<file path="config.mk">
export PLATFORM = sky130hd
export DESIGN_NAME = local_port_tx_flit_queue
export DESIGN_NICKNAME = d
export VERILOG_FILES = /design/src/rtl/local_port_tx_flit_queue.sv
export SDC_FILE = /design/constraint.sdc
export NUM_CORES = 1
export LEC_CHECK = 0
export ABC_CLOCK_PERIOD_IN_PS = 3200
export CAP_MARGIN = 20
export CORE_ASPECT_RATIO = 0.75
export CORE_MARGIN = 1
export CORE_UTILIZATION = 30
export DETAILED_ROUTE_END_ITERATION = 16
export GPL_ROUTABILITY_DRIVEN = 0
export RECOVER_POWER = 25
export SYNTH_ARGS = -nofsm -noshare
export SYNTH_HDL_FRONTEND = slang
export SYNTH_SLANG_ARGS = --single-unit
</file>
<file path="constraint.sdc">
create_clock -name clk -period 3.2 [get_ports clk]
set_clock_uncertainty 0.2 [all_clocks]
set_input_delay 0.64 -clock clk [delete_from_list [all_inputs] [get_ports clk]]
set_output_delay 0.64 -clock clk [all_outputs]
set_load 0.01 [all_outputs]
</file>
<file path="src/rtl/local_port_tx_flit_queue.sv">
// Device-side TX flit FIFO feeding the local-port credit/VC coupling, with a registered launch stage.
// Optional feature: define LOCAL_TX_QUEUE_BYPASS_EN to let a flit skip storage when the queue is empty.
module local_port_tx_flit_queue #(
   parameter int unsigned FLIT_W      = 64,
   parameter int unsigned QUEUE_DEPTH = 4,
   parameter int unsigned QUEUE_CNT_W = $clog2(QUEUE_DEPTH + 1),
   parameter int unsigned VC_ID_W     = 1,
   parameter int unsigned NODE_ID_X_W = 4,
   parameter int unsigned NODE_ID_Y_W = 4,
   parameter int unsigned QOS_W       = 4,
   parameter int unsigned IO_PORT_W   = 5
) (
   input  logic                   clk,
   input  logic                   rstn,
   input  logic                   enq_vld_i,
   output logic                   enq_rdy_o,
   input  logic [FLIT_W-1:0]      enq_flit_i,
   input  logic [NODE_ID_X_W-1:0] enq_node_id_x_tgt_i,
   input  logic [NODE_ID_Y_W-1:0] enq_node_id_y_tgt_i,
   input  logic [QOS_W-1:0]       enq_qos_value_i,
   output logic                   head_vld_o,
   output logic [NODE_ID_X_W-1:0] head_node_id_x_tgt_o,
   output logic [NODE_ID_Y_W-1:0] head_node_id_y_tgt_o,
   output logic [QOS_W-1:0]       head_qos_value_o,
   input  logic                   free_credit_vld_i,
   input  logic [VC_ID_W-1:0]     free_credit_vc_id_i,
   input  logic [IO_PORT_W-1:0]   look_ahead_routing_i,
   output logic                   tx_flit_v_o,
   output logic [FLIT_W-1:0]      tx_flit_o,
   output logic [VC_ID_W-1:0]     tx_flit_vc_id_o,
   output logic [IO_PORT_W-1:0]   tx_flit_look_ahead_routing_o,
   output logic [QOS_W-1:0]       tx_flit_qos_value_o
);

   localparam int unsigned PTR_W = $clog2(QUEUE_DEPTH);
   localparam logic [PTR_W-1:0]       LAST_PTR = PTR_W'(QUEUE_DEPTH - 1);
   localparam logic [QUEUE_CNT_W-1:0] FULL_CNT = QUEUE_CNT_W'(QUEUE_DEPTH);

   logic [FLIT_W-1:0]      flit_mem [QUEUE_DEPTH];
   logic [NODE_ID_X_W-1:0] x_mem    [QUEUE_DEPTH];
   logic [NODE_ID_Y_W-1:0] y_mem    [QUEUE_DEPTH];
   logic [QOS_W-1:0]       qos_mem  [QUEUE_DEPTH];

   logic [PTR_W-1:0]       wr_ptr_q, wr_ptr_d, rd_ptr_q, rd_ptr_d;
   logic [QUEUE_CNT_W-1:0] count_q, count_d;
   logic                   empty, bypass, byp_deq, deq, enq_fire, enq_store, deq_store;
   logic [FLIT_W-1:0]      head_flit;

   function automatic logic [PTR_W-1:0] ptr_inc(input logic [PTR_W-1:0] p);
      return (p == LAST_PTR) ? '0 : p + 1'b1;
   endfunction

   assign empty     = (count_q == '0);
   assign enq_rdy_o = (count_q != FULL_CNT);

`ifdef LOCAL_TX_QUEUE_BYPASS_EN
   assign bypass = empty & enq_vld_i;
`else
   assign bypass = 1'b0;
`endif

   always_comb begin
      head_vld_o           = ~empty | bypass;
      head_flit            = flit_mem[rd_ptr_q];
      head_node_id_x_tgt_o = x_mem[rd_ptr_q];
      head_node_id_y_tgt_o = y_mem[rd_ptr_q];
      head_qos_value_o     = qos_mem[rd_ptr_q];
      if (bypass) begin
         head_flit            = enq_flit_i;
         head_node_id_x_tgt_o = enq_node_id_x_tgt_i;
         head_node_id_y_tgt_o = enq_node_id_y_tgt_i;
         head_qos_value_o     = enq_qos_value_i;
      end
   end

   // A bypassed flit that is consumed immediately never touches storage.
   assign deq       = head_vld_o & free_credit_vld_i;
   assign enq_fire  = enq_vld_i & enq_rdy_o;
   assign byp_deq   = bypass & free_credit_vld_i;
   assign enq_store = enq_fire & ~byp_deq;
   assign deq_store = deq & ~byp_deq;

   always_comb begin
      wr_ptr_d = enq_store ? ptr_inc(wr_ptr_q) : wr_ptr_q;
      rd_ptr_d = deq_store ? ptr_inc(rd_ptr_q) : rd_ptr_q;
      count_d  = count_q;
      unique case ({enq_store, deq_store})
         2'b10:   count_d = count_q + 1'b1;
         2'b01:   count_d = count_q - 1'b1;
         default: count_d = count_q;
      endcase
   end

   always_ff @(posedge clk or negedge rstn) begin
      if (!rstn) begin
         wr_ptr_q <= '0;
         rd_ptr_q <= '0;
         count_q  <= '0;
      end else begin
         wr_ptr_q <= wr_ptr_d;
         rd_ptr_q <= rd_ptr_d;
         count_q  <= count_d;
      end
   end

   // Storage needs no reset: the cleared count marks every entry invalid.
   always_ff @(posedge clk) begin
      if (enq_store) begin
         flit_mem[wr_ptr_q] <= enq_flit_i;
         x_mem[wr_ptr_q]    <= enq_node_id_x_tgt_i;
         y_mem[wr_ptr_q]    <= enq_node_id_y_tgt_i;
         qos_mem[wr_ptr_q]  <= enq_qos_value_i;
      end
   end

   always_ff @(posedge clk or negedge rstn) begin
      if (!rstn) begin
         tx_flit_v_o                  <= 1'b0;
         tx_flit_o                    <= '0;
         tx_flit_vc_id_o              <= '0;
         tx_flit_look_ahead_routing_o <= '0;
         tx_flit_qos_value_o          <= '0;
      end else begin
         tx_flit_v_o <= deq;
         if (deq) begin
            tx_flit_o                    <= head_flit;
            tx_flit_vc_id_o              <= free_credit_vc_id_i;
            tx_flit_look_ahead_routing_o <= look_ahead_routing_i;
            tx_flit_qos_value_o          <= head_qos_value_o;
         end
      end
   end

endmodule

</file>
==> impl_metrics.toml <==
[status]
status = "complete, no violations"

[placed_design]
post-dp-hpwl_mm = 16.28
placed_cells_incl_taps = 1392
placed_area_um2 = 16820
portBuffers = 174

[finish]
seq_area_um2 = 11190
multi_input_area_um2 = 2810
stdcell_area_um2 = 18220
finalNonFillerCells = 1473
area_growth_pct = 28.59
nets = 901
fillers = 4176
drive_above_1_share_pct = 29.17

[worst_hold_path]
min-delay-start = "count_q[2]$_DFFE_PN0P_"
min_to = "count_q[2]$_DFFE_PN0P_"
hold_depth = 1
hold_path_class = "reg2reg"

[sta]
relSlewSlack_pct = 49.90
tns_ns = 0
worst_pin_slew_ns = 0.7515
setup_viol = 0
rsz0062_at_grt = "no"
finalHoldViolations = 0
fmax_mhz = 326.5
drv_slew = 0
finalCritPeriodShare_pct = 95.70
holdWs_ns = 0.2708
min_period_ns = 3.062

[cts]
root_buffer = "clkbuf_16"
cts_resized = 0
clk_latency_ns = 0.54
clock_path_buffers = 3
path_clk_slew_ns = 0.06
htreeDepth = 2
cts_tree = "built"
cts_buffers = 40
clock-sinks = 386

[synth]
syn_area_um2 = 14170
ys_top_cells_by_area = "edfxtp_1 64%, dfrtp_1 14%, mux4_2 12%"
synth_top_area_share_pct = 64.44
synthesis.nets = 688
syn_avg_cell_area_um2 = 23.81
synth-edff-count = 304
ys_seq_elements = 386
synth_largest_area_cell = "edfxtp_1"
ys_warn_count = 0
ys.flop_type = "edfxtp_1"
synth_cell_types = 23
yosysMostFrequentCell = "edfxtp_1"
yosysSeqAreaShare_pct = 78.93
synthArstFlopShare_pct = 21.24
synth_common_cells = "304 x edfxtp_1, 82 x dfrtp_1, 78 x mux2_2"
syn_inst = 595

[power_and_ir_drop]
peakVddDrop_mv = 0.4972
powerDensity_nw_per_um2 = 944.0
power.static_leakage_nw = 6.169

[critical_path]
worstPathArrival_ns = 2.22
crit_path_start_kind = "register"
rrSetupSlack_ns = 0.72
r2r_cells = 9
r2r-end = "count_q[2]$_DFFE_PN0P_"
worstSetupEndpointType = "output port"
required_ns = 2.36
r2r_start = "count_q[0]$_DFFE_PN0P_"
critPathMaxFanout = 27
critical_path_class = "reg2out"

[grt]
grt_overflow = 0
grt_max_degree = 77
grtUsageTotal_pct = 12.40
antenna_found_initial = 5
grt_pass1_vias = 7032
grt_pass1_wl_mm = 43.91

[drt]
first_pass_iters = 4
num_vias = 6466
antenna_left = 0
drtIter0Drc = 288
wl_mm = 28.85
wl_per_cell_um = 19.59
via_per_inst = 4.390
drc_errors = 0

[die]
core_area_um2 = 46280
row_count = 68
io_pins = 175
dieArea_um2 = 48100
die_w_um = 252.9
initial_core_util_pct = 30.61
die_h_um = 190.2

[flow_run]
drv_cap = 0
==> timing repair <==
| item | in CTS | in global routing |
|---|---|---|
| endpoints found under the hold margin | 46 | 0 |
| buffers inserted | 3 | 0 |
| endpoints found under the setup margin | 12 | 0 |
| hold buffers | 1 | 0 |
==> worst max path at each step <==
stage,startpoint,to,cells past startpoint,slack (ns)
final,rd_ptr_q[1]$_DFFE_PN0P_,head_qos_value_o[3],2,0.14
after detailed placement,enq_vld_i,count_q[2]$_DFFE_PN0P_,9,0.49
after floorplan,count_q[2]$_DFFE_PN0P_,flit_mem[0][0]$_DFFE_PP_,2,0.07
after global placement,rd_ptr_q[0]$_DFFE_PN0P_,head_qos_value_o[3],2,0.53
after CTS,rd_ptr_q[1]$_DFFE_PN0P_,head_qos_value_o[3],2,0.01
after global routing,rd_ptr_q[1]$_DFFE_PN0P_,head_qos_value_o[3],2,0.02
==> where the power goes <==
group / total, W / switching [W] / internal (W)
Clock: 0.00474 / 0.00192 / 0.00283
Combinational: 0.00513 / 0.00225 / 0.00288
Sequential: 0.00732 / 0.000511 / 0.00681
Total: 0.0172 / 0.00467 / 0.0125
==> metal layers <==
metal	vias up	part of all wire, %	GRT usage [%]	routed length, µm
met1	3380	45	17.15	13040
met5	-	0.11	0	31
met3	49	6.8	3.804	1976
li1	2877	-	-	-
met2	156	46	18.55	13140
met4	4	2.3	4.126	660
==> through the flow <==
stage	utilization [%]	worst slack, ns	total power [W]
global placement	36.34	0.5347	0.01257
finish	39.36	0.1376	0.01720
floorplan	-	0.06537	0.01030
global route	39.35	0.01982	0.01813
CTS	39.34	0.01329	0.01757
detailed placement	36.34	0.4859	0.01265
==> cells by family (layout without fill, tap and decap cells) <==
family | after synthesis | in the layout | synth area share [%]
other cells | 0 | 3 | 0
xor+xnor | 3 | 3 | 0.1855
mux | 155 | 155 | 18.35
fa+ha+maj | 7 | 7 | 0.6713
buf+inv | 33 | 278 | 1.431
simple gates | 11 | 11 | 0.4328
flops | 386 | 386 | 78.93
==> state kept, by name (all words and copies together) (netlist names) <==
name,flops
flit_mem,256
y_mem,16
qos_mem,16
tx_flit_look_ahead_routing_o,5
x_mem,16
count_q,3
tx_flit_v_o,1
wr_ptr_q,2
rd_ptr_q,2
tx_flit_qos_value_o,4
tx_flit_vc_id_o,1
tx_flit_o,64
==> critical path, stage by stage (launching register included) <==
cell	delay [ns]
dfrtp_4	0.74
mux4_2	0.43
clkdlybuf4s50_1	0.50
==> cell usage in the layout, fill, tap and decap left out, drive strengths merged, types with 8 or more instances in the layout <==
cell,n
dfrtp,82
buf,23
clkinv,8
edfxtp,304
mux4,76
clkbuf,55
dlygate4sd3,58
clkdlybuf4s50,116
inv,10
mux2,78
==> final cells by class <==
type	instances	area share [%]
sequential	386	61.42
multi-input combinational	176	15.43
timing repair buffer	197	11.31
clock buffer	55	6.031
tap	630	4.327
clock inverter	19	1.305
inverter	7	0.1442
antenna	3	0.04121
Power figures use the tool's default switching activity.
